$ cat config.mk
export PLATFORM = sky130hd
export DESIGN_NAME = decoder
export DESIGN_NICKNAME = d
export VERILOG_FILES = /design/src/rtl/decoder_pkg.sv /design/src/rtl/decoder_acs.sv /design/src/rtl/decoder.sv
export SDC_FILE = /design/constraint.sdc
export NUM_CORES = 1
export LEC_CHECK = 0
export CORE_MARGIN = 2
export CORE_UTILIZATION = 55
export DETAILED_ROUTE_END_ITERATION = 6
export PLACE_DENSITY = 0.71
export SYNTH_ARGS = -nofsm -noshare
export SYNTH_HDL_FRONTEND = slang
export SYNTH_HIERARCHICAL = 1
export SYNTH_SLANG_ARGS = --single-unit
$ cat constraint.sdc
create_clock -name clk -period 16.5 [get_ports clk]
set_clock_uncertainty 0.1 [all_clocks]
set_input_delay 4.95 -clock clk [delete_from_list [all_inputs] [get_ports clk]]
set_output_delay 4.95 -clock clk [all_outputs]
set_load 0.03 [all_outputs]
$ cat src/rtl/decoder_pkg.sv
// decoder_pkg
// Shared constants and helpers for the rate-1/2, K=3 Viterbi decoder
// (generators 7,5 octal).
//   NSTATES      number of trellis states ({s1,s0}, s1 = newest past bit)
//   K            constraint length
//   G1, G2       generator taps applied to {u,s1,s0}
//   PM_INIT      starting metric of the three non-zero states
//   expected_sym code symbol {g1,g2} emitted when bit u leaves a given state
package decoder_pkg;

    localparam int NSTATES = 4;
    localparam int K       = 3;

    localparam logic [2:0] G1 = 3'b111;
    localparam logic [2:0] G2 = 3'b101;

    localparam int PM_INIT = 16;

    function automatic logic [1:0] expected_sym(input logic [1:0] state, input logic u);
        logic [2:0] w_reg;
        w_reg = {u, state};
        return {^(w_reg & G1), ^(w_reg & G2)};
    endfunction

endpackage

$ cat src/rtl/decoder_acs.sv
// decoder_acs
// One add-compare-select unit. Adds each candidate's branch metric to its
// predecessor path metric (saturating at 2^PM_W-1) and keeps the smaller.
//   i_pm_a / i_bm_a  path and branch metric via the lower-index predecessor
//   i_pm_b / i_bm_b  path and branch metric via the higher-index predecessor
//   o_pm             surviving (un-normalized) path metric
//   o_dec            1 when the higher-index predecessor survives
module decoder_acs #(
    parameter int PM_W = 6
) (
    input  logic [PM_W-1:0] i_pm_a,
    input  logic [PM_W-1:0] i_pm_b,
    input  logic [1:0]      i_bm_a,
    input  logic [1:0]      i_bm_b,
    output logic [PM_W-1:0] o_pm,
    output logic            o_dec
);

    localparam logic [PM_W-1:0] PM_MAX = {PM_W{1'b1}};

    logic [PM_W:0]   w_sum_a;
    logic [PM_W:0]   w_sum_b;
    logic [PM_W-1:0] w_cand_a;
    logic [PM_W-1:0] w_cand_b;

    // One spare bit catches the carry so the sum can clamp instead of wrapping
    assign w_sum_a = {1'b0, i_pm_a} + {{(PM_W-1){1'b0}}, i_bm_a};
    assign w_sum_b = {1'b0, i_pm_b} + {{(PM_W-1){1'b0}}, i_bm_b};

    assign w_cand_a = w_sum_a[PM_W] ? PM_MAX : w_sum_a[PM_W-1:0];
    assign w_cand_b = w_sum_b[PM_W] ? PM_MAX : w_sum_b[PM_W-1:0];

    // Strict compare: a tie keeps the lower-index predecessor
    assign o_dec = (w_cand_b < w_cand_a);
    assign o_pm  = o_dec ? w_cand_b : w_cand_a;

endmodule

$ cat src/rtl/decoder.sv
// decoder
// Hard-decision Viterbi decoder, rate 1/2, K=3, generators 7,5 octal, with
// register-exchange survivor memory. One decoded bit leaves per accepted
// symbol after a TB_DEPTH-symbol delay.
//   clk       rising-edge clock
//   reset     synchronous, active-high
//   in_valid  qualifies in
//   in        code symbol {g1,g2}
//   o         decoded bit (registered)
//   enable    high once o carries decoded data, held until reset
//   err_cnt   (only with DECODER_ERR_CNT_EN) running estimate of corrected
//             channel bit errors, saturating at 16'hFFFF
// Optional feature macro: DECODER_ERR_CNT_EN
module decoder
    import decoder_pkg::*;
#(
    parameter int TB_DEPTH = 15,
    parameter int PM_W     = 6
) (
    input  logic       clk,
    input  logic       reset,
    input  logic       in_valid,
    input  logic [1:0] in,
    output logic       o,
    output logic       enable
`ifdef DECODER_ERR_CNT_EN
    ,
    output logic [15:0] err_cnt
`endif
);

    localparam int CNT_W = $clog2(TB_DEPTH + 1);
    localparam logic [CNT_W-1:0] CNT_FULL = CNT_W'(TB_DEPTH);
    localparam logic [CNT_W-1:0] CNT_LAST = CNT_W'(TB_DEPTH - 1);
    localparam logic [PM_W-1:0]  PM_MAX   = {PM_W{1'b1}};
    localparam logic [PM_W-1:0]  PM_START = (PM_INIT > (2**PM_W - 1)) ? PM_MAX : PM_W'(PM_INIT);

    logic [PM_W-1:0]     r_pm   [NSTATES];
    logic [TB_DEPTH-1:0] r_surv [NSTATES];
    logic [CNT_W-1:0]    r_cnt;
    logic                r_o;
    logic                r_enable;

    logic [PM_W-1:0]     w_pm_new   [NSTATES];
    logic                w_dec      [NSTATES];
    logic [TB_DEPTH-1:0] w_surv_new [NSTATES];
    logic [PM_W-1:0]     w_min;
    logic [1:0]          w_best;

    // Next state ns = {u,s1}: both predecessors share s1 = ns[0], and the
    // input bit that led here is ns[1]
    for (genvar ns = 0; ns < NSTATES; ns++) begin : g_acs
        localparam logic [1:0] NS     = 2'(ns);
        localparam logic [1:0] PRED_A = {NS[0], 1'b0};
        localparam logic [1:0] PRED_B = {NS[0], 1'b1};

        logic [1:0]          w_xa;
        logic [1:0]          w_xb;
        logic [1:0]          w_bm_a;
        logic [1:0]          w_bm_b;
        logic [TB_DEPTH-1:0] w_surv_sel;

        assign w_xa   = in ^ expected_sym(PRED_A, NS[1]);
        assign w_xb   = in ^ expected_sym(PRED_B, NS[1]);
        assign w_bm_a = {1'b0, w_xa[1]} + {1'b0, w_xa[0]};
        assign w_bm_b = {1'b0, w_xb[1]} + {1'b0, w_xb[0]};

        decoder_acs #(.PM_W(PM_W)) u_acs (
            .i_pm_a (r_pm[PRED_A]),
            .i_pm_b (r_pm[PRED_B]),
            .i_bm_a (w_bm_a),
            .i_bm_b (w_bm_b),
            .o_pm   (w_pm_new[ns]),
            .o_dec  (w_dec[ns])
        );

        assign w_surv_sel     = w_dec[ns] ? r_surv[PRED_B] : r_surv[PRED_A];
        assign w_surv_new[ns] = {w_surv_sel[TB_DEPTH-2:0], NS[1]};
    end

    // Smallest new metric doubles as the normalization amount; strict compare
    // makes the lowest state index win ties for the best-state pick
    always_comb begin
        w_min  = w_pm_new[0];
        w_best = 2'd0;
        for (int s = 1; s < NSTATES; s++) begin
            if (w_pm_new[s] < w_min) begin
                w_min  = w_pm_new[s];
                w_best = 2'(s);
            end
        end
    end

    // Trellis update. o only starts following the best survivor once that
    // survivor is fully populated with real decisions.
    always_ff @(posedge clk) begin
        if (reset) begin
            r_pm[0] <= '0;
            for (int s = 1; s < NSTATES; s++) begin
                r_pm[s] <= PM_START;
            end
            for (int s = 0; s < NSTATES; s++) begin
                r_surv[s] <= '0;
            end
            r_cnt    <= '0;
            r_o      <= 1'b0;
            r_enable <= 1'b0;
        end else if (in_valid) begin
            for (int s = 0; s < NSTATES; s++) begin
                r_pm[s]   <= w_pm_new[s] - w_min;
                r_surv[s] <= w_surv_new[s];
            end
            if (r_cnt != CNT_FULL) begin
                r_cnt <= r_cnt + 1'b1;
            end
            if (r_cnt >= CNT_LAST) begin
                r_o      <= w_surv_new[w_best][TB_DEPTH-1];
                r_enable <= 1'b1;
            end
        end
    end

    assign o      = r_o;
    assign enable = r_enable;

`ifdef DECODER_ERR_CNT_EN
    logic [15:0] r_err_cnt;
    logic [16:0] w_err_sum;

    assign w_err_sum = {1'b0, r_err_cnt} + 17'(w_min);

    // The total removed by normalization equals the best path's distance
    // from the received stream, i.e. the number of bits it had to correct
    always_ff @(posedge clk) begin
        if (reset) begin
            r_err_cnt <= '0;
        end else if (in_valid) begin
            r_err_cnt <= w_err_sum[16] ? 16'hFFFF : w_err_sum[15:0];
        end
    end

    assign err_cnt = r_err_cnt;
`endif

endmodule

== Yosys cells after proc, flatten, opt, wreduce, memory -nomap -nowiden ==
Memory sizes are Yosys's and may differ from the RTL's.
Cells that the tools add are included.
Word-level totals
  flip-flop bits (word level): 6
  bits in latches: 0
  RAM bits: 84
  memory bits (read-only): 0
  input bits: 5
  output and inout port bits: 2
  word-level logic and storage cells: 84
  memories: 2
Cells by class
  add/sub/neg operators: 17
  multipliers: 0
  divide/modulo/power cells: 0
  order comparisons: 9
  eq/ne operators: 1
  shift-type cells: 0
  muxes and demuxes: 38
  bitwise operators: 12
  reduce and logical (&&, ||, !) cells: 2
Memory list
  r_surv: depth 4, bits a word 15, read ports 4, clocked after Yosys merged registers in 0, write ports 4, line decoder.sv:39  | logic [TB_DEPTH-1:0] r_surv [NSTATES];
  r_pm: depth 4, bits a word 6, read ports 4, clocked after Yosys merged registers in 0, write ports 4, line decoder.sv:38  | logic [PM_W-1:0] r_pm [NSTATES];
Operator list (number)
  two-way mux 6 bit: 19
  two-way mux 15 bit: 6
  adder 6 x 2 -> 7 bit: 8
  two-way mux 14 bit: 4
  < comparator 6 bit: 7
  binary-select mux 15 bit (select 2 bit): 1
  subtractor 6 bit: 4
  adder 1 x 1 -> 2 bit: 4
  bitwise OR 1 bit: 8
  two-way mux 1 bit: 6
  adder 4 x 1 -> 4 bit, second input constant: 1
  greater-or-equal comparator 4 bit, second input constant: 1
  two-way mux 2 bit: 2
  != test 4 bit, second input constant: 1
  AND reduction 2 bit: 2
  greater-or-equal comparator 3 bit, second input constant: 1
  NOT 2 -> 3 bit: 1
  NOT 1 bit: 2
  NOT 2 bit: 1

== Longest topological paths before layout ==
  depth in word-level cells: 16
  depth in mapped cells: 50
  depth with buffers taken out: 47

== Modules after synthesis ==
The synthesis kept the hierarchy.
By module, submodules not included
  decoder: instances 1, cells an instance 517, area an instance 5380.2 um^2, seq. area each 2392.3 um^2
  decoder_acs: instances 4, cells an instance 70, area an instance 541.8 um^2, seq. area each 0.0 um^2

== Worst setup path after synthesis ==
Ideal clock, no wire load.
  path kind: in2reg
  start point: input port in[0]
  end point: memory r_pm[3][4], data pin
  library setup time: 0.265 ns
  arrival: 13.804 ns
  data required time: 16.135 ns
  setup slack: 2.331 ns
  stages on the path: 48
  path buffers: 3
  cells stage by stage: inv_1 -> ha_1 -> inv_1 -> ha_1 -> inv_1 -> fa_1 -> and2b_4 -> nand2_1 -> mux2i_1 -> ha_1 -> and4_1 -> o21a_1 -> o41ai_2 -> nand2b_1 -> buf_6 -> mux2i_1 -> ha_1 -> a21oi_1 -> [... 12 more ...] -> or2_2 -> or3_1 -> o22a_2 -> o31ai_1 -> a21oi_1 -> mux2i_4 -> buf_6 -> clkbuf_1 -> o21ai_0 -> ha_1 -> inv_1 -> ha_1 -> inv_1 -> a22oi_1 -> a41oi_1 -> a21oi_1 -> xnor2_1 -> nand2_1
RTL lines
  from (decl): line decoder.sv:23  | input logic [1:0] in,
  to (decl): line decoder.sv:38

==> report_table.html <==
<table>
<tr><th>Metric</th><th>Value</th></tr>
<tr><th colspan="2">Layout</th></tr>
<tr><td>Highest-count cells in the layout ignoring fill and taps</td><td>sky130_fd_sc_hd__nor2_1 (94), sky130_fd_sc_hd__mux2i_1 (85), sky130_fd_sc_hd__edfxtp_1 (75)</td></tr>
<tr><td>Area of the multi-input gates</td><td>0.00473 mm²</td></tr>
<tr><td>Most common library cell in the layout ignoring fill and taps</td><td>sky130_fd_sc_hd__nor2_1</td></tr>
<tr><td>Layout Nets</td><td>872</td></tr>
<tr><td>Seq. cell area</td><td>0.00239 mm²</td></tr>
<tr><td>Area overhead of the layout relative to synthesis</td><td>6.12%</td></tr>
<tr><td>Share of post-route cells with drive strength above 1</td><td>0.0889</td></tr>
<tr><td>Core Util, Final</td><td>0.600</td></tr>
<tr><td>Count of fill cells added during filler insertion</td><td>1173</td></tr>
<tr><td>Diode insertion count for antenna repair</td><td>0</td></tr>
<tr><th colspan="2">CTS</th></tr>
<tr><td>Number of instances resized during post-cts repair</td><td>0</td></tr>
<tr><td>Clock tree root buffer cell</td><td>sky130_fd_sc_hd__clkbuf_16</td></tr>
<tr><td># Post-CTS Setup Buffers</td><td>0</td></tr>
<tr><td>Level count of the clock H-tree</td><td>3</td></tr>
<tr><td>Number of buffers created by CTS</td><td>9</td></tr>
<tr><td>Clock sink count</td><td>82</td></tr>
<tr><td>Clock Pin Slew Worst Setup and Hold Paths</td><td>60 ps</td></tr>
<tr><td>Clock latency on the worst-skew pair</td><td>340 ps</td></tr>
<tr><td>TritonCTS clock tree</td><td>yes</td></tr>
<tr><td>Count of hold buffers inserted by post-cts repair</td><td>0</td></tr>
<tr><td>Deepest clock path buffer count</td><td>2</td></tr>
<tr><th colspan="2">Routing</th></tr>
<tr><td>Wire length after detailed routing</td><td>17200 µm</td></tr>
<tr><td>Number of DRC markers in iteration 0</td><td>453</td></tr>
<tr><td>Antenna Nets Post-Route</td><td>0</td></tr>
<tr><td>DRC</td><td>0</td></tr>
<tr><td>Total number of vias</td><td>5857</td></tr>
<tr><td>Number of search-and-repair iterations in the first detailed-routing pass</td><td>7</td></tr>
<tr><td>Via count normalized by instance count</td><td>6.01</td></tr>
<tr><td>Detail-routed net length per standard cell</td><td>17.7 µm</td></tr>
<tr><th colspan="2">Timing</th></tr>
<tr><td>Final hold vios</td><td>0</td></tr>
<tr><td>Worst hold-check slack</td><td>359 ps</td></tr>
<tr><td>Worst max-slew margin expressed relative to the limit</td><td>0.311</td></tr>
<tr><td>Unrepaired setup endpoints after global routing</td><td>no</td></tr>
<tr><td>Clock period minus final worst setup slack</td><td>15560 ps</td></tr>
<tr><td>Count of pins over their slew limit</td><td>0</td></tr>
<tr><td>Worst-margin pin slew</td><td>1030 ps</td></tr>
<tr><td>Final cycle utilization of the critical path</td><td>0.943</td></tr>
<tr><td>FMAX</td><td>64.3 MHz</td></tr>
<tr><td>Final-report setup violation count</td><td>0</td></tr>
<tr><td>PnR worst setup slack</td><td>938 ps</td></tr>
<tr><td>TNS Setup</td><td>0 ps</td></tr>
<tr><th colspan="2">Critical path</th></tr>
<tr><td>Cell with the largest stage delay on the worst path</td><td>sky130_fd_sc_hd__mux2i_1</td></tr>
<tr><td>CP endpoint kind</td><td>flop</td></tr>
<tr><td>Arr. time, crit path</td><td>15530 ps</td></tr>
<tr><td>Critical path origin</td><td>in[0]</td></tr>
<tr><td>Data required time at the worst endpoint</td><td>16470 ps</td></tr>
<tr><td>Category of cells accounting for the largest share of critical-path delay</td><td>compound AO/OA/AOI/OAI gates</td></tr>
<tr><td>Buf+Inv Stages, Crit Path</td><td>6</td></tr>
<tr><td>Cell repeated most along the worst path</td><td>sky130_fd_sc_hd__ha_1</td></tr>
<tr><td>Critical setup path kind</td><td>in -&gt; reg</td></tr>
<tr><td>Reg-to-Reg Start</td><td>r_pm[3][0]$_SDFFCE_PN0P_</td></tr>
<tr><td>Startpoint class of the critical path</td><td>primary input</td></tr>
<tr><td>Largest stage delay on the critical path</td><td>650 ps</td></tr>
<tr><td>Crit Path Max Fanout</td><td>10</td></tr>
<tr><th colspan="2">Die</th></tr>
<tr><td>Vert. Die Dim</td><td>121 µm</td></tr>
<tr><td>Initial cell density of the core</td><td>0.565</td></tr>
<tr><td>Placeable core region</td><td>0.0133 mm²</td></tr>
<tr><td>Full die area</td><td>0.0147 mm²</td></tr>
<tr><td>Width of the chip</td><td>121 µm</td></tr>
<tr><td>Ports</td><td>7</td></tr>
<tr><td>Cell row count</td><td>42</td></tr>
<tr><th colspan="2">Synth</th></tr>
<tr><td>Area of the mapped netlist</td><td>0.00755 mm²</td></tr>
<tr><td>Cells after Synth</td><td>797</td></tr>
<tr><td>Synth warn</td><td>6</td></tr>
<tr><td>Number of flip-flops and latches in the synthesized netlist</td><td>82</td></tr>
<tr><td>Post-synthesis average cell area</td><td>9.47 µm²</td></tr>
<tr><td>Number of distinct library cell variants in the gate-level netlist after synthesis</td><td>74</td></tr>
<tr><td>Nets in the synthesized netlist</td><td>875</td></tr>
<tr><td>Dominant synthesized flop cell</td><td>sky130_fd_sc_hd__edfxtp_1</td></tr>
<tr><td>Count of flip-flops with a built-in enable after synthesis</td><td>75</td></tr>
<tr><td>Sequential-to-total area share from yosys stat</td><td>0.317</td></tr>
<tr><td>Share of synthesized flip-flops with an asynchronous set or reset</td><td>0</td></tr>
<tr><th colspan="2">Placement</th></tr>
<tr><td>Routability congestion estimate</td><td>0.948</td></tr>
<tr><td>HPWL reported at the end of detailed placement</td><td>13100 µm</td></tr>
<tr><td>Port-buffer cells</td><td>6</td></tr>
<tr><td>Placement-stage worst setup slack</td><td>703 ps</td></tr>
<tr><th colspan="2">Hold path</th></tr>
<tr><td>Source of the worst hold timing path</td><td>o$_SDFFE_PP0P_</td></tr>
<tr><td>Type of the most critical hold path</td><td>reg -&gt; reg</td></tr>
<tr><th colspan="2">Status</th></tr>
<tr><td>Run status</td><td>finished clean</td></tr>
<tr><th colspan="2">GRT</th></tr>
<tr><td>Maximum number of pins on one net before global-route repair</td><td>76</td></tr>
<tr><td>Wire length of the first global-routing pass</td><td>28300 µm</td></tr>
<tr><td>Vias in the first global route</td><td>5789</td></tr>
<tr><td>Antenna violations before repair</td><td>0</td></tr>
<tr><td>Global router's overall resource usage</td><td>0.243</td></tr>
<tr><td>Total congestion overflow after global routing</td><td>0</td></tr>
<tr><th colspan="2">Flow run</th></tr>
<tr><td>Number of maximum-capacitance violations</td><td>0</td></tr>
</table>
worst paths after layout:
check	endpoint	slack, ps	depth (start not counted)
setup reg to reg	r_pm[3][4]$_SDFFCE_PN1P_	6330	40
setup / recovery	r_pm[3][4]$_SDFFCE_PN1P_	940	46
hold / removal	o$_SDFFE_PP0P_	360	2
hold reg to reg	o$_SDFFE_PP0P_	360	2
worst register-to-register path, delay by kind of cell (launching register included):
family,cells,cell delay (ps)
buf+inv,3,270
fa+ha+maj,8,2410
simple gates,8,1540
flops,1,430
compound gates,17,3690
mux,3,1330
xor+xnor,1,140
layout make-up:
| cell class | instances | area share |
|---|---|---|
| Clock inverter | 7 | 0.00937 |
| Tap cell | 176 | 0.0275 |
| Timing Repair Buffer | 12 | 0.0131 |
| Multi-Input combinational cell | 620 | 0.591 |
| Inverter | 69 | 0.0323 |
| Clock buffer | 9 | 0.0281 |
| Sequential cell | 82 | 0.299 |
layer usage:
layer  part of all wire  GRT usage  routed length, µm
met1               0.46      0.325               7870
met2               0.47      0.409               8160
met3              0.046     0.0338                785
met4              0.023     0.0783                392
met5                  0          0                  0
through the flow:
stage / instances / cell area (µm²)
global placement: 959 / 7710
detailed placement: 959 / 7710
finish: 975 / 8010
global route: 975 / 8010
floorplan: 797 / 7550
CTS: 975 / 8010
cells by family (layout without fill, tap and decap cells):
logic type,count (synthesis),count (layout),synth area share
DFF,82,82,0.317
AOI/OAI and AO/OA,178,178,0.169
buffers and inverters,95,97,0.0567
adders and majority gates,82,82,0.141
muxes,92,92,0.126
and+or+nand+nor,238,238,0.155
xor gates and xnor gates,30,30,0.0348
state kept, by name, summed over array words and instances, names as in the netlist:
register and count:
enable 1, o 1, r_cnt 4, r_pm 24, r_surv 52
synth_stat cells (all sizes together), types with 6 or more instances:
cell | instances | area, µm²
nand2b | 19 | 126
a21o | 13 | 105
nand2 | 49 | 186
a41o | 8 | 80.1
and3 | 10 | 82.6
edfxtp | 75 | 2250
nor2 | 95 | 364
mux2i | 88 | 901
ha | 65 | 813
o31ai | 6 | 45.0
maj3 | 9 | 92.6
nand3 | 23 | 115
xnor2 | 24 | 210
o21a | 8 | 60.1
o21ai | 43 | 219
buf | 12 | 116
a31oi | 6 | 50.0
and2 | 8 | 51.3
fa | 8 | 160
inv | 69 | 259
clkbuf | 14 | 52.6
xor2 | 6 | 52.6
a41oi | 8 | 70.1
a21oi | 44 | 250
dfxtp | 7 | 140
Power is left out: the tool's default activity adds up to more than one toggle a clock period on the data nets, which glitch-free logic cannot reach.
